`src/rtl/mips_mc_pkg.sv`:
```
// Shared constants for the multicycle MIPS sequencing controller:
// state encodings, opcodes, ALU-op codes, mux-select encodings, the
// control bundle and small helpers used by both the decoder and the top.
package mips_mc_pkg;

  // State encodings (also visible on the debug state port)
  localparam logic [3:0] S_FETCH   = 4'd0;
  localparam logic [3:0] S_DECODE  = 4'd1;
  localparam logic [3:0] S_MEMADR  = 4'd2;
  localparam logic [3:0] S_MEMRD   = 4'd3;
  localparam logic [3:0] S_MEMWB   = 4'd4;
  localparam logic [3:0] S_MEMWR   = 4'd5;
  localparam logic [3:0] S_EXEC    = 4'd6;
  localparam logic [3:0] S_ALUWB   = 4'd7;
  localparam logic [3:0] S_BRANCH  = 4'd8;
  localparam logic [3:0] S_JUMP    = 4'd9;
  localparam logic [3:0] S_ADDI_EX = 4'd10;
  localparam logic [3:0] S_ADDI_WB = 4'd11;

  // Primary opcodes (IR[31:26])
  localparam logic [5:0] OP_RTYPE = 6'h00;
  localparam logic [5:0] OP_J     = 6'h02;
  localparam logic [5:0] OP_BEQ   = 6'h04;
  localparam logic [5:0] OP_BNE   = 6'h05;
  localparam logic [5:0] OP_ADDI  = 6'h08;
  localparam logic [5:0] OP_LW    = 6'h23;
  localparam logic [5:0] OP_SW    = 6'h2B;

  // Codes passed to alu_control_unit
  localparam logic [3:0] ALU_ADD   = 4'd0;
  localparam logic [3:0] ALU_SUB   = 4'd1;
  localparam logic [3:0] ALU_RTYPE = 4'd15;

  // PC source select
  localparam logic [1:0] PC_SRC_ALU    = 2'b00;
  localparam logic [1:0] PC_SRC_ALUOUT = 2'b01;
  localparam logic [1:0] PC_SRC_JUMP   = 2'b10;

  // ALU B operand select
  localparam logic [1:0] SRC_B_RT      = 2'b00;
  localparam logic [1:0] SRC_B_FOUR    = 2'b01;
  localparam logic [1:0] SRC_B_IMM     = 2'b10;
  localparam logic [1:0] SRC_B_IMM_SH2 = 2'b11;

  // Every datapath control the sequencer drives, bundled so that the
  // reset gating in the top can clear them all in one place.
  typedef struct packed {
    logic       mem_req;
    logic       mem_we;
    logic       i_or_d;
    logic       ir_write;
    logic       pc_write;
    logic [1:0] pc_src;
    logic       alu_src_a;
    logic [1:0] alu_src_b;
    logic [3:0] alu_op;
    logic       reg_dst;
    logic       mem_to_reg;
    logic       reg_write;
    logic       illegal;
  } ctrl_t;

  // True for the opcodes this controller knows how to sequence.
  function automatic logic opcode_known(input logic [5:0] op);
    case (op)
      OP_RTYPE, OP_J, OP_BEQ, OP_BNE, OP_ADDI, OP_LW, OP_SW: opcode_known = 1'b1;
      default:                                              opcode_known = 1'b0;
    endcase
  endfunction

  // Successor of DECODE for a given opcode; unknown opcodes restart at FETCH.
  function automatic logic [3:0] decode_target(input logic [5:0] op);
    case (op)
      OP_LW, OP_SW:   decode_target = S_MEMADR;
      OP_RTYPE:       decode_target = S_EXEC;
      OP_BEQ, OP_BNE: decode_target = S_BRANCH;
      OP_J:           decode_target = S_JUMP;
      OP_ADDI:        decode_target = S_ADDI_EX;
      default:        decode_target = S_FETCH;
    endcase
  endfunction

  // An instruction retires on the edge that leaves its final state for FETCH.
  // A store only finishes once the memory accepts the write.
  function automatic logic retires(input logic [3:0] st, input logic ready);
    case (st)
      S_MEMWB, S_ALUWB, S_ADDI_WB, S_JUMP, S_BRANCH: retires = 1'b1;
      S_MEMWR:                                       retires = ready;
      default:                                       retires = 1'b0;
    endcase
  endfunction

endpackage

```
`src/rtl/multicycle_ctrl_decode.sv`:
```
// Purely combinational control decoder: maps the current state (plus the
// few Mealy qualifiers opcode, zero and mem_ready) onto the datapath
// controls. Everything not explicitly set for a state stays 0.
module multicycle_ctrl_decode
  import mips_mc_pkg::*;
(
  input  logic [3:0] state,
  input  logic [5:0] opcode,
  input  logic       zero,
  input  logic       mem_ready,
  output ctrl_t      ctrl
);

  // Per-state control table with Mealy terms for fetch completion,
  // branch resolution and illegal-opcode detection.
  always_comb begin
    ctrl = '0;
    case (state)
      S_FETCH: begin
        ctrl.mem_req   = 1'b1;
        ctrl.i_or_d    = 1'b0;
        ctrl.alu_src_a = 1'b0;
        ctrl.alu_src_b = SRC_B_FOUR;
        ctrl.alu_op    = ALU_ADD;
        if (mem_ready) begin
          ctrl.ir_write = 1'b1;
          ctrl.pc_write = 1'b1;
          ctrl.pc_src   = PC_SRC_ALU;
        end
      end
      S_DECODE: begin
        // ALU precomputes PC + (sext(imm) << 2) for a possible branch
        ctrl.alu_src_a = 1'b0;
        ctrl.alu_src_b = SRC_B_IMM_SH2;
        ctrl.alu_op    = ALU_ADD;
        ctrl.illegal   = ~opcode_known(opcode);
      end
      S_MEMADR: begin
        ctrl.alu_src_a = 1'b1;
        ctrl.alu_src_b = SRC_B_IMM;
        ctrl.alu_op    = ALU_ADD;
      end
      S_MEMRD: begin
        ctrl.mem_req = 1'b1;
        ctrl.i_or_d  = 1'b1;
      end
      S_MEMWB: begin
        ctrl.reg_write  = 1'b1;
        ctrl.reg_dst    = 1'b0;
        ctrl.mem_to_reg = 1'b1;
      end
      S_MEMWR: begin
        ctrl.mem_req = 1'b1;
        ctrl.mem_we  = 1'b1;
        ctrl.i_or_d  = 1'b1;
      end
      S_EXEC: begin
        ctrl.alu_src_a = 1'b1;
        ctrl.alu_src_b = SRC_B_RT;
        ctrl.alu_op    = ALU_RTYPE;
      end
      S_ALUWB: begin
        ctrl.reg_write  = 1'b1;
        ctrl.reg_dst    = 1'b1;
        ctrl.mem_to_reg = 1'b0;
      end
      S_BRANCH: begin
        // Compare rs - rt; take the target held in ALUOut on the right flag
        ctrl.alu_src_a = 1'b1;
        ctrl.alu_src_b = SRC_B_RT;
        ctrl.alu_op    = ALU_SUB;
        ctrl.pc_src    = PC_SRC_ALUOUT;
        ctrl.pc_write  = ((opcode == OP_BEQ) &  zero) |
                         ((opcode == OP_BNE) & ~zero);
      end
      S_JUMP: begin
        ctrl.pc_src   = PC_SRC_JUMP;
        ctrl.pc_write = 1'b1;
      end
      S_ADDI_EX: begin
        ctrl.alu_src_a = 1'b1;
        ctrl.alu_src_b = SRC_B_IMM;
        ctrl.alu_op    = ALU_ADD;
      end
      S_ADDI_WB: begin
        ctrl.reg_write  = 1'b1;
        ctrl.reg_dst    = 1'b0;
        ctrl.mem_to_reg = 1'b0;
      end
      default: begin
        // Unused encodings: flag it and let the top steer back to FETCH
        ctrl.illegal = 1'b1;
      end
    endcase
  end

endmodule

```
`src/rtl/multicycle_control.sv`:
```
// Multicycle MIPS sequencing controller. Holds the state register, the
// next-state logic and the retired-instruction counter; the control
// outputs come from multicycle_ctrl_decode and are cleared while rst is
// high so that nothing (including a memory request) leaks out of reset.
module multicycle_control
  import mips_mc_pkg::*;
#(
  parameter int CNT_W = 32
) (
  input  logic             CLK,
  input  logic             rst,
  input  logic [5:0]       opcode,
  input  logic             zero,
  input  logic             mem_ready,
  output logic             mem_req,
  output logic             mem_we,
  output logic             i_or_d,
  output logic             ir_write,
  output logic             pc_write,
  output logic [1:0]       pc_src,
  output logic             alu_src_a,
  output logic [1:0]       alu_src_b,
  output logic [3:0]       alu_op,
  output logic             reg_dst,
  output logic             mem_to_reg,
  output logic             reg_write,
  output logic             illegal,
  output logic [3:0]       state,
  output logic [CNT_W-1:0] instr_count
);

  logic [3:0]       state_reg;
  logic [3:0]       state_next;
  logic [CNT_W-1:0] count_reg;
  ctrl_t            dec_ctrl;
  ctrl_t            out_ctrl;

  multicycle_ctrl_decode u_decode (
    .state     (state_reg),
    .opcode    (opcode),
    .zero      (zero),
    .mem_ready (mem_ready),
    .ctrl      (dec_ctrl)
  );

  // Next state: memory states wait on mem_ready, DECODE dispatches on opcode.
  always_comb begin
    state_next = S_FETCH;
    case (state_reg)
      S_FETCH:   state_next = mem_ready ? S_DECODE : S_FETCH;
      S_DECODE:  state_next = decode_target(opcode);
      S_MEMADR:  state_next = (opcode == OP_LW) ? S_MEMRD : S_MEMWR;
      S_MEMRD:   state_next = mem_ready ? S_MEMWB : S_MEMRD;
      S_MEMWB:   state_next = S_FETCH;
      S_MEMWR:   state_next = mem_ready ? S_FETCH : S_MEMWR;
      S_EXEC:    state_next = S_ALUWB;
      S_ALUWB:   state_next = S_FETCH;
      S_BRANCH:  state_next = S_FETCH;
      S_JUMP:    state_next = S_FETCH;
      S_ADDI_EX: state_next = S_ADDI_WB;
      S_ADDI_WB: state_next = S_FETCH;
      default:   state_next = S_FETCH;
    endcase
  end

  // State register and retire counter; reset wins over any completing access.
  always_ff @(posedge CLK) begin
    if (rst) begin
      state_reg <= S_FETCH;
      count_reg <= '0;
    end else begin
      state_reg <= state_next;
      if (retires(state_reg, mem_ready)) begin
        count_reg <= count_reg + CNT_W'(1);
      end
    end
  end

  // Force every control low during reset so a pending access is dropped.
  always_comb begin
    out_ctrl = rst ? '0 : dec_ctrl;
  end

  assign mem_req     = out_ctrl.mem_req;
  assign mem_we      = out_ctrl.mem_we;
  assign i_or_d      = out_ctrl.i_or_d;
  assign ir_write    = out_ctrl.ir_write;
  assign pc_write    = out_ctrl.pc_write;
  assign pc_src      = out_ctrl.pc_src;
  assign alu_src_a   = out_ctrl.alu_src_a;
  assign alu_src_b   = out_ctrl.alu_src_b;
  assign alu_op      = out_ctrl.alu_op;
  assign reg_dst     = out_ctrl.reg_dst;
  assign mem_to_reg  = out_ctrl.mem_to_reg;
  assign reg_write   = out_ctrl.reg_write;
  assign illegal     = out_ctrl.illegal;
  assign state       = state_reg;
  assign instr_count = count_reg;

endmodule

```
`config.mk`:
```
export PLATFORM = sky130hd
export DESIGN_NAME = multicycle_control
export DESIGN_NICKNAME = d
export VERILOG_FILES = /design/src/rtl/mips_mc_pkg.sv /design/src/rtl/multicycle_ctrl_decode.sv /design/src/rtl/multicycle_control.sv
export SDC_FILE = /design/constraint.sdc
export NUM_CORES = 1
export LEC_CHECK = 0
export CAP_MARGIN = 20
export CORE_MARGIN = 3
export CORE_UTILIZATION = 45
export DETAILED_ROUTE_END_ITERATION = 6
export GPL_ROUTABILITY_DRIVEN = 0
export PLACE_DENSITY = 0.84
export SYNTH_ARGS = -nofsm -noshare
export SYNTH_HDL_FRONTEND = slang
export SYNTH_SLANG_ARGS = --single-unit
```
`constraint.sdc`:
```
create_clock -name CLK -period 3.4 [get_ports CLK]
set_input_delay 0.68 -clock CLK [delete_from_list [all_inputs] [get_ports CLK]]
set_output_delay 0.68 -clock CLK [all_outputs]
set_load 0.05 [all_outputs]
```
Word level (Yosys, flattened, before mapping)
Cells that the tools add are included.

storage, ports and cells
  bits in read-only memories = 0
  output and inout port bits = 54
  bits in latches = 0
  input port bits = 10
  flip-flop bits (word level) = 36
  word-level logic and storage cells = 55
  memory bits (writable) = 0
  memories kept = 0

operators by class
  multiplexer cells = 20
  bitwise logic cells = 5
  shift operators = 0
  reduce and logical (&&, ||, !) cells = 10
  multiply operators = 0
  divide/modulo/power cells = 0
  eq/ne operators = 17
  order comparisons = 0
  add/subtract/negate cells = 1

operator list
  cell                   count
  $pmux 7 s5             1
  $add 32x1->32 const B  1
  $pmux 4 s7             1
  $pmux 4 s5             1
  $mux 18                1
  $pmux 3 s3             2
  $eq 4x3->1 const B     4
  $eq 4x4->1 const B     4
  $eq 6x3->1 const B     2
  $eq 6x6->1 const B     2
  $reduce_or 11->1       1
  $mux 3                 3
  $eq 4x2->1 const B     2
  $mux 1                 8
  $reduce_or 2->1        4
  $reduce_or 7->1        1
  $eq 6x2->1 const B     1
  $eq 6x4->1 const B     1
  $logic_not 6->1        1
  $reduce_or 5->1        1
  $eq 4x1->1 const B     1
  $logic_not 4->1        1
  $mux 4                 1
  $pmux 1 s2             2
  other kinds (4)        6

Depth between registers and ports, before layout
Gate-level depths: netlist (run 1).

  word-level depth = 7
  gate-level depth with buffers = 7
  depth with buffers taken out = 6

Cells and area by module
From an unflattened synthesis (run 1), not the netlist that was laid out.

unflattened totals
  cells, all modules = 307
  area, all modules = 2297.2 µm²

modules (own cells, without submodules)
  module                  sequential area each (µm²)  times used  cells each  area each (µm²)
  multicycle_control      720.7                       1           263         2021.9
  multicycle_ctrl_decode  0.0                         1           44          275.3

Worst setup path after synthesis (run 1)
No wires, ideal clock.

  kind = reg2out
  start = reg state_reg[3], in the netlist state[3]
  end = out pc_write
  setup slack = -1.044 ns
  path buffers = 1
  data required time = 2.720 ns
  data arrival time = 3.764 ns
  cell stages (with the launch flop) = 6
  path through = dfxtp_1 buf_2 inv_1 nor4b_1 nand3_1 a2111oi_0

between the ends
  word-level cells in the longest chain between the ends = 3
  elaborated cells between the ends (all ways) = 5
  classes of those cells = eq/ne: 2; mux: 2; reduce/logical: 1

ends and longest elaborated chain
  element                                        RTL line                      RTL
  start, declared                                multicycle_control.sv:32      logic [3:0] state_reg;
  start signal, assigned                         multicycle_control.sv:72      state_reg <= state_next;
  $eq 4x4->1 or $logic_not 4->1 (tied branches)  multicycle_ctrl_decode.sv:18  case (state)
  $pmux 3 s3 (*)                                 multicycle_ctrl_decode.sv:18
  $mux 18 (*)                                    multicycle_control.sv:81      out_ctrl = rst ? '0 : dec_ctrl;
  end, declared                                  multicycle_control.sv:19      output logic pc_write,

Mark *: on every way between the ends. The rest lies on a longest branch, timed or not.

Final worst setup path (run 1)
  start = in opcode[1]
  end = out illegal

between the ends
  word-level cells in the longest chain between the ends = 7
  elaborated cells between the ends (all ways) = 13
  classes of those cells = eq/ne: 6; mux: 4; bitwise: 1; reduce/logical: 2

ends and longest elaborated chain
  element                                   RTL line                      RTL
  start, declared                           multicycle_control.sv:12      input logic [5:0] opcode,
  $eq 6x6->1, or another cell as far along  mips_mc_pkg.sv:65             case (op)
  $reduce_or 7->1 (*)                       mips_mc_pkg.sv:65
  $mux 1 (*)                                mips_mc_pkg.sv:65
  $mux 1 (*)                                multicycle_ctrl_decode.sv:18
  $not 1->1 (*)                             multicycle_ctrl_decode.sv:36  ctrl.illegal = ~opcode_known(opcode);
  $pmux 1 s2 (*)                            multicycle_ctrl_decode.sv:18
  $mux 18 (*)                               multicycle_control.sv:81
  end, declared                             multicycle_control.sv:27      output logic illegal,

Mark *: on every way between the ends. The rest lies on a longest branch, timed or not. The select of a mux whose other input is x is not followed.

==> run metrics, run 1 <==
max reg flops=32; CP max stage cell=clkdlybuf4s50_1; Syn Nets=about 290; Port Buffers=63; commonest cells after routing, fill and taps aside=clkdlybuf4s50_1, nor2_1, dfxtp_1, a21oi_1, nand2_1; top cell type's share of synthesized area=0.345; Seq/Total Area, Yosys=0.345; status=complete, no violations; minimum clock period=between 3 and 4 ns; clk_lat worst skew=0.30 ns; Sink Count=36; CTS buffer count=5; Max Cap Viol=0; antenna violations before repair=0; startpoint types=input pin; maximum vdd drop=0.000281 V; critical-path cell list=clkdlybuf4s50_1, or3_1, o21a_1, o311ai_0, a21oi_1, buf_12; register area=around 720 um2; #FFs+latches synth=36; Mapped Cells=275; syn_area_per_cell=~7.6 um2; Mapped Area=between 2000 and 2500 um2; CTS tree=done; Hold Fails Final Rpt=0; Worst setup startpoint=opcode[1]; total setup buffers inserted after CTS=0; global-route wire length before repair=roughly 9.4 mm; synth warn=0; R2R Path End=instr_count[31]$_SDFFE_PP0P_; Min Hold Slack=0.499 ns; busiest layer in global routing=met2; max-slew violations=0; starting density of the core=0.474; # fillers=around 340; H-tree depth=2; die area=between 5000 and 6000 um2; # DRC=0; largest net degree at the start of global routing=38; WL/cell=around 15 um; Die H=around 74 um; R2R setup slack=between 0.6 and 0.7 ns; detailed placement HPWL=4.08 mm; drt pass-1 iters=4; GRT met2 Usage=0.333; clock transition at the registers of the reported paths=about 0.070 ns; total chip power=about 0.85 mW; synthesis-to-layout area growth=45.2%; measured slew at the worst slew-check pin=between 0.6 and 0.7 ns; FF-to-FF path depth=5; RSZ-0062 raised after global routing=false; Synth area leaders=dfxtp_1, nor2_1, a21oi_1; f_max=~320 MHz; layout cells sized above 1=0.116; Critical Path RT=between 2 and 3 ns; Critical Path Sink Type=output pin; vias in the first global route=~2100; GR Layer Usage met1=0.277; worst path arrival time=2.41 ns; Root Driver=clkbuf_8; CTS Buffer Depth=2; Core ar.=~4400 um2; PwrDens=about 280 nW/um2; area leader, netlist=dfxtp_1; vias=around 2300; Setup violations, final=0; total congestion overflow=0; final non-filler cell area=3040 um2; die width=between 70 and 80 um; Diodes inserted=0; Max-slew headroom=0.540; Post-DRT Antenna Nets=0; placed standard-cell area=just under 3000 um2; hold_buf cts=0; commonest non-fill, non-tap cell in the layout=clkdlybuf4s50_1; Clock Skews=between 0.004 and 0.005 ns; CP peak stage delay=about 0.52 ns; row count=24; crit-path max FO=7; DR iter-0 viols=just under 200; Tcrit/Tclk final=0.910; Vias/cell=5.88; Yosys cell types=43; setup TNS=0 ns; nets@finish=between 300 and 400; critical path capture point=illegal; num ports=64; Lkg Pwr=around 1 nW; CTS resizes=0; CP Class=input pin to output pin; critical register-to-register path startpoint=state[2]$_SDFF_PP0_; M3 GR Usage=0.0622; total routing usage reported by global routing=0.215; multi-input logic area=roughly 1300 um2; min-delay worst type=flop to flop; final WL=slightly below 6 mm
==> power breakdown <==
group | switching, mW | total, mW | internal (mW)
clock network | 0.162 | 0.327 | 0.165
registers | 0.00500 | 0.427 | 0.422
logic | 0.0521 | 0.0924 | 0.0403
==> cell families (layout without fill, tap and decap cells) <==
group / Yosys count / in the layout / share of synthesized area
adders and majority gates: 1 / 1 / 0.00598
muxes: 1 / 1 / 0.00539
AOI/OAI and AO/OA: 48 / 48 / 0.135
DFF: 36 / 36 / 0.345
buffers and inverters: 22 / 82 / 0.0455
and+or+nand+nor: 146 / 146 / 0.376
xor gates and xnor gates: 21 / 21 / 0.0880
==> stage by stage <==
step,std cells,utilization,setup WS (ns)
floorplan,275,-,0.0272
global placement,379,0.667,0.357
detailed placement,379,0.667,0.304
CTS,387,0.688,0.309
global route,387,0.688,0.182
finish,387,0.688,0.306
==> worst min path at each step <==
stage	start	endpoint	slack (ns)	cells after the start
floorplan	instr_count[31]$_SDFFE_PP0P_	instr_count[31]$_SDFFE_PP0P_	0.70	2
global placement	instr_count[31]$_SDFFE_PP0P_	instr_count[31]$_SDFFE_PP0P_	0.47	2
detailed placement	instr_count[1]$_SDFFE_PP0P_	instr_count[1]$_SDFFE_PP0P_	0.49	2
CTS	instr_count[19]$_SDFFE_PP0P_	instr_count[19]$_SDFFE_PP0P_	0.50	2
global route	instr_count[19]$_SDFFE_PP0P_	instr_count[19]$_SDFFE_PP0P_	0.52	2
finish	instr_count[1]$_SDFFE_PP0P_	instr_count[1]$_SDFFE_PP0P_	0.50	2
==> routing by layer <==
| layer | vias up | part of all wire |
|---|---|---|
| met5 | - | 0 |
| met2 | 84 | 0.47 |
| met3 | 17 | 0.068 |
| met4 | 0 | 0.025 |
| met1 | 1062 | 0.44 |
| li1 | 1112 | - |
==> synthesized netlist by cell type <==
master	n
nand3_2	1
mux2_2	1
nand4bb_1	1
nand4_1	11
a221oi_1	1
o21bai_1	1
o311ai_0	1
ha_1	1
nor3b_1	2
nand3_1	15
nor3_1	16
nor4b_1	3
nor4_1	6
nor4b_4	1
or3_1	8
inv_1	6
or2_2	2
and3_1	3
dfxtp_1	36
nand2b_1	1
a21oi_1	22
a2111oi_0	2
nor2b_1	4
clkbuf_1	7
and2_4	1
xor2_1	11
nand2_1	21
and4_1	1
o21a_1	1
buf_2	4
and4b_1	1
nand4_2	1
nand3b_1	1
or4_1	5
nand4b_1	1
and2_1	1
o21ai_0	10
o31ai_1	7
buf_4	2
xnor2_1	10
buf_1	3
a31oi_1	3
nor2_1	39
==> cell type report <==
class / count / area share
Sequential cell: 36 / 0.237
Clock inverter: 1 / 0.00247
Clock buffer: 7 / 0.0284
Timing Repair Buffer: 68 / 0.279
Tap cell: 52 / 0.0214
Inverter: 6 / 0.00742
Multi-Input combinational cell: 217 / 0.424
==> critical path, delay by kind of cell <==
kind / cells / cell delay [ns]
buf+inv: 2 / 0.69
simple gates: 1 / 0.43
compound gates: 3 / 0.61
Power figures use the tool's default switching activity.
==> run 2, diff against run 1 <==
Settings changed: CORE_UTILIZATION 45 to 50, PLACE_DENSITY 0.84 to 0.92, TNS_END_PERCENT set to 50.
==> run 2 against run 1 <==
  * The run now ends with design-rule violations left
  * Combinational power up 0.5%
  * Sequential power barely moved
  * Highest routed layer unchanged
  * Die area shrank 9.2%
==> run metrics, run 2 (synthesis results as in run 1) <==
f_max=326 MHz (was 323 MHz); crit-path max FO=7 (unchanged); WL/cell=15.1 um (was 14.9 um); die area=4990 um2 (was 5500 um2); detailed placement HPWL=4.14 mm (was 4.08 mm); final non-filler cell area=3030 um2 (was 3040 um2); Setup violations, final=0 (unchanged); total congestion overflow=0 (unchanged); placed standard-cell area=2930 um2 (was 2940 um2); Critical Path Sink Type=output pin (unchanged); Critical Path RT=2.72 ns (about the same); starting density of the core=0.543 (was 0.474); PwrDens=275 nW/um2 (was 279 nW/um2); CP Class=input pin to output pin (unchanged); CTS resizes=0 (unchanged); Post-DRT Antenna Nets=0 (unchanged); failing checks=design-rule violations; global-route wire length before repair=9.66 mm (was 9.39 mm); min-delay worst type=flop to flop (unchanged); num ports=64 (unchanged); layout cells sized above 1=0.113 (was 0.116); Diodes inserted=0 (unchanged); minimum clock period=3.07 ns (was 3.09 ns); Sink Count=36 (unchanged); worst path arrival time=2.39 ns (was 2.41 ns); CTS buffer count=5 (unchanged); maximum vdd drop=0.000319 V (was 0.000281 V); Vias/cell=5.97 (was 5.88); vias=2288 (was 2275); commonest cells after routing, fill and taps aside=clkdlybuf4s50_1, nor2_1, dfxtp_1, a21oi_1, nand2_1 (unchanged); die width=70.7 um (was 74.2 um); commonest non-fill, non-tap cell in the layout=clkdlybuf4s50_1 (unchanged); measured slew at the worst slew-check pin=0.647 ns (was 0.690 ns); largest net degree at the start of global routing=24 (was 38); Root Driver=clkbuf_8 (unchanged); Port Buffers=63 (unchanged); DR iter-0 viols=232 (was 199); Lkg Pwr=0.980 nW (was 0.984 nW); final WL=5.77 mm (was 5.76 mm); clk_lat worst skew=0.28 ns (was 0.30 ns); CTS tree=done (unchanged); Clock Skews=0.00395 ns (was 0.00500 ns); Tcrit/Tclk final=0.902 (was 0.910); Core ar.=3850 um2 (was 4410 um2); total setup buffers inserted after CTS=0 (unchanged); nets@finish=345 (unchanged); startpoint types=input pin (unchanged); hold_buf cts=0 (unchanged); Hold Fails Final Rpt=0 (unchanged); # DRC=1 (was 0); synthesis-to-layout area growth=44.8% (was 45.2%); RSZ-0062 raised after global routing=false (unchanged); max-slew violations=0 (unchanged); Max Cap Viol=0 (unchanged); CP peak stage delay=0.51 ns (was 0.52 ns); CP max stage cell=clkdlybuf4s50_1 (unchanged); clock transition at the registers of the reported paths=0.07 ns (about the same); max reg flops=32 (unchanged); row count=22 (was 24); antenna violations before repair=0 (unchanged); H-tree depth=2 (unchanged); drt pass-1 iters=7 (was 4); Die H=70.7 um (was 74.2 um); setup TNS=0 ns (unchanged); vias in the first global route=2072 (unchanged); Max-slew headroom=0.568 (was 0.540); total routing usage reported by global routing=0.234 (was 0.215); critical-path cell list=clkdlybuf4s50_1, or3_1, o21a_1, o311ai_0, a21oi_1, buf_12 (unchanged); status=finished with violations (was complete, no violations); CTS Buffer Depth=2 (unchanged)
## run 2: layer usage
layer	global-route usage	vias up	part of all wire	wire length, um
met5	0	-	0	0
met4	0.0772	0	0.017	97
met3	0.0483	10	0.078	453
met2	0.387	121	0.48	2780
met1	0.307	1044	0.42	2450
li1	-	1113	-	-
## run 2: area by class of cell
| cell class | instances | area, um2 |
|---|---|---|
| clock buffers | 7 | 86.3 |
| fillers | 275 | 827 |
| well taps | 48 | 60.1 |
| repair buffers | 68 | 848 |
| multi-input cells | 217 | 1280 |
| flip-flops and latches | 36 | 721 |
| inverters | 6 | 22.5 |
| clock inverters | 1 | 7.51 |
## run 2: metrics by stage
stage	instances	total power, mW	utilization	worst slack [ns]	hold WS, ns
detailed placement	375	0.529	0.761	0.352	0.474
floorplan	275	0.485	-	-0.0682	0.704
CTS	383	0.840	0.785	0.339	0.489
finish	383	0.833	0.785	0.332	0.488
global route	383	0.865	0.785	0.233	0.522
global placement	375	0.528	0.761	0.362	0.468
## run 2: power by group
| part | leakage, nW | internal, mW | total [mW] | switching, mW |
|---|---|---|---|---|
| Sequential | 0.290 | 0.423 | 0.427 | 0.00491 |
| Combinational | 0.645 | 0.0402 | 0.0929 | 0.0527 |
| Clock | 0.0445 | 0.165 | 0.312 | 0.148 |
## run 2: final timing paths
check	from	end	slack, ns	cells past startpoint
worst max register to register	state[3]$_SDFF_PP0_	instr_count[20]$_SDFFE_PP0P_	0.75	5
worst max-delay path	opcode[1]	illegal	0.33	6
worst min register to register	instr_count[31]$_SDFFE_PP0P_	instr_count[31]$_SDFFE_PP0P_	0.49	2
worst min-delay path	instr_count[31]$_SDFFE_PP0P_	instr_count[31]$_SDFFE_PP0P_	0.49	2
## run 2: worst max-delay path, delay by kind of cell
kind,cells,cell delay (ns)
AND/OR/NAND/NOR,1,0.42
buffers and inverters,2,0.69
AO/OA/AOI/OAI,3,0.60
==> run 3, diff against run 2 <==
Settings changed: ABC_AREA set to 1, CELL_PAD_IN_SITES_DETAIL_PLACEMENT set to 2, CELL_PAD_IN_SITES_GLOBAL_PLACEMENT set to 2, CORE_UTILIZATION 50 to 26, CTS_CLUSTER_SIZE set to 10, PLACE_DENSITY 0.92 to 0.91.
==> run 3 against run 2 <==
  * The run now ends clean
  * Clock skew down 0.0024 ns
  * Non-clock buffer count decreased by 1
  * Cell area rose by 14%
  * Fmax is 2.3% higher
  * Core utilization fell by 42 points
  * Critical path depth unchanged
  * Clock power increased by 6.4%
  * Routed wire length is 82% higher
  * Combinational power increased by 8%
  * Critical path type unchanged
  * Critical endpoint unchanged
==> run metrics, run 3 <==
sw frac=0.270 (was 0.247); Core ar.=9330 um2 (was 3850 um2); #FFs+latches synth=36 (unchanged); antenna violations before repair=0 (unchanged); Main synth FF type=dfxtp_1 (unchanged); min-delay worst type=flop to flop (unchanged); measured slew at the worst slew-check pin=0.564 ns (was 0.647 ns); Port Buffers=63 (unchanged); starting density of the core=0.269 (was 0.543); Max Cap Viol=0 (unchanged); setup TNS=0 ns (unchanged); synthesis-to-layout area growth=36.9% (was 44.8%); Critical Path RT=2.72 ns (about the same); EDFF count, synth=0 (unchanged); final WL=10.5 mm (was 5.77 mm); max reg flops=32 (unchanged); setup ws final=0.399 ns (was 0.332 ns); PwrDens=249 nW/um2 (was 275 nW/um2); status=complete, no violations (was finished with violations); num ports=64 (unchanged); part of the power in registers=0.495 (was 0.513); Vias/cell=4.92 (was 5.97); Setup violations, final=0 (unchanged); Sink Count=36 (unchanged); Yosys cell types=28 (was 43); CTS tree=done (unchanged); Critical Path Sink Type=output pin (unchanged); Max-slew headroom=0.623 (was 0.568); CTS Buffer Depth=2 (unchanged); Crit path max-delay family=buffers and inverters (unchanged); startpoint types=input pin (unchanged); clk_lat worst skew=0.29 ns (was 0.28 ns); CTS resizes=0 (unchanged); most frequent cells after synthesis=nand2_1, nor2_1, inv_1 (was nor2_1, dfxtp_1, a21oi_1); dpl ws=0.416 ns (was 0.352 ns); total setup buffers inserted after CTS=0 (unchanged); Hold Fails Final Rpt=0 (unchanged); most numerous cell in the Yosys netlist=nand2_1 (was nor2_1); syn_area_per_cell=5.72 um2 (was 7.60 um2); CP peak stage delay=0.62 ns (was 0.51 ns); # DRC=0 (was 1); Clock Skews=0.00155 ns (was 0.00395 ns); crit-path max FO=29 (was 7); DR iter-0 viols=63 (was 232); die area=10900 um2 (was 4990 um2); CP Buf/Inv Count=4 (was 2); commonest cells after routing, fill and taps aside=nand2_1, nor2_1, inv_1, clkdlybuf4s50_1 (was clkdlybuf4s50_1, nor2_1, dfxtp_1, a21oi_1, nand2_1); maximum vdd drop=0.000116 V (was 0.000319 V); area leader, netlist=dfxtp_1 (unchanged); CP Class=input pin to output pin (unchanged); critical-path cell list=clkdlybuf4s50_1, inv_1, buf_4, nand2_1, o21ai_0, buf_12 (was clkdlybuf4s50_1, or3_1, o21a_1, o311ai_0, a21oi_1, buf_12); hold_buf cts=0 (unchanged); commonest non-fill, non-tap cell in the layout=nand2_1 (was clkdlybuf4s50_1); worst path arrival time=2.32 ns (was 2.39 ns); Root Driver=clkbuf_8 (unchanged); Pint=0.625 mW (was 0.627 mW); clock transition at the registers of the reported paths=0.08 ns (was 0.07 ns); global-route wire length before repair=17.5 mm (was 9.66 mm); Tcrit/Tclk final=0.883 (was 0.902); Syn Nets=450 (was 286); H-tree depth=2 (unchanged); total congestion overflow=0 (unchanged); clock network power share=0.388 (was 0.375); layout cells sized above 1=0.0898 (was 0.113); WL/cell=16.7 um (was 15.1 um); die width=104 um (was 70.7 um); CTS buffer count=5 (unchanged); vias in the first global route=3548 (was 2072); minimum clock period=3.00 ns (was 3.07 ns); ys async rst share=0 (unchanged); # fillers=1147 (was 275); synth warn=0 (unchanged); top cell type's share of synthesized area=0.287 (was 0.345); Mapped Cells=439 (was 275); largest net degree at the start of global routing=30 (was 24); max-slew violations=0 (unchanged); total routing usage reported by global routing=0.197 (was 0.234); vias=3100 (was 2288); switching power=0.231 mW (was 0.205 mW); detailed placement HPWL=7.89 mm (was 4.14 mm); Die H=104 um (was 70.7 um); Mapped Area=2510 um2 (was 2090 um2); nets@finish=511 (was 345); Diodes inserted=0 (unchanged); Post-DRT Antenna Nets=0 (unchanged); drt pass-1 iters=4 (was 7); Synth area leaders=dfxtp_1, nand2_1, nor2_1 (was dfxtp_1, nor2_1, a21oi_1); RSZ-0062 raised after global routing=false (unchanged); combinational power share=0.117 (was 0.112); f_max=333 MHz (was 326 MHz); Seq/Total Area, Yosys=0.287 (was 0.345); Lkg Pwr=1.39 nW (was 0.980 nW); CP max stage cell=clkdlybuf4s50_1 (unchanged); row count=35 (was 22)
==> run 3: cell count changes in the layout (fill, tap and decap cells not counted), sizes merged, moves of 8 or more <==
| cell | before | now |
|---|---|---|
| nand3 | 16 | 37 |
| nor2 | 39 | 94 |
| nand2 | 21 | 125 |
| xnor2 | 10 | 1 |
| inv | 6 | 65 |
| xor2 | 11 | 0 |
| nor3 | 16 | 6 |
| or3 | 8 | 0 |
==> run 3: power groups by stage <==
| stage | Sequential, mW | Combinational, mW | Clock, mW |
|---|---|---|---|
| floorplan | 0.438 | 0.0492 | 0 |
| global placement | 0.434 | 0.0951 | 0 |
| detailed placement | 0.434 | 0.0995 | 0 |
| CTS | 0.424 | 0.101 | 0.336 |
| global route | 0.424 | 0.108 | 0.359 |
| finish | 0.424 | 0.100 | 0.332 |
==> run 3: kinds of logic (layout without fill, tap and decap cells) <==
logic type               after synthesis  in the layout  synth area share
buffers and inverters                 79            141             0.135
flip-flops                            36             36             0.287
AO/OA/AOI/OAI                         39             39            0.0807
adder cells (fa/ha/maj)                1              1           0.00498
XOR/XNOR                               1              1           0.00349
AND/OR/NAND/NOR                      283            283             0.489
==> run 3: layout make-up <==
| class | instances | area, um2 | area share |
|---|---|---|---|
| Inverter | 66 | 248 | 0.0721 |
| Clock buffer | 8 | 90.1 | 0.0262 |
| Timing Repair Buffer | 67 | 766 | 0.223 |
| Sequential cell | 36 | 721 | 0.210 |
| Multi-Input combinational cell | 324 | 1450 | 0.422 |
| Tap cell | 129 | 161 | 0.0470 |
==> run 3: final timing paths <==
path / startpoint / end / slack [ns] / cells after the start
hold reg to reg: instr_count[28]$_SDFFE_PP0P_ / instr_count[28]$_SDFFE_PP0P_ / 0.57 / 4
setup reg to reg: state[2]$_SDFF_PP0_ / instr_count[23]$_SDFFE_PP0P_ / 1.33 / 6
hold / removal: instr_count[28]$_SDFFE_PP0P_ / instr_count[28]$_SDFFE_PP0P_ / 0.57 / 4
setup / recovery: rst / illegal / 0.40 / 6
==> run 3: routing by layer <==
| metal | share of wire | wire length [um] | GRT usage | vias to the layer above |
|---|---|---|---|---|
| met5 | 0 | 0 | 0 | - |
| met4 | 0.021 | 221 | 0.0665 | 0 |
| met3 | 0.031 | 325 | 0.0323 | 22 |
| met2 | 0.55 | 5750 | 0.389 | 64 |
| met1 | 0.40 | 4240 | 0.207 | 1519 |
| li1 | - | - | - | 1495 |
==> run 3: worst min-delay path: stages (launching register included) <==
cell	delay, ns
dfxtp_1	0.34
inv_1	0.06
nand2_1	0.04
inv_1	0.04
nor2_1	0.04
==> run 3: through the flow <==
step	hold WS, ns	instance area [um2]	power (mW)	cells	util
global route	0.610	3440	0.891	630	0.368
CTS	0.568	3440	0.861	630	0.368
detailed placement	0.555	3350	0.534	622	0.359
floorplan	0.727	2510	0.487	439	-
global placement	0.509	3350	0.529	622	0.359
finish	0.565	3440	0.857	630	0.368
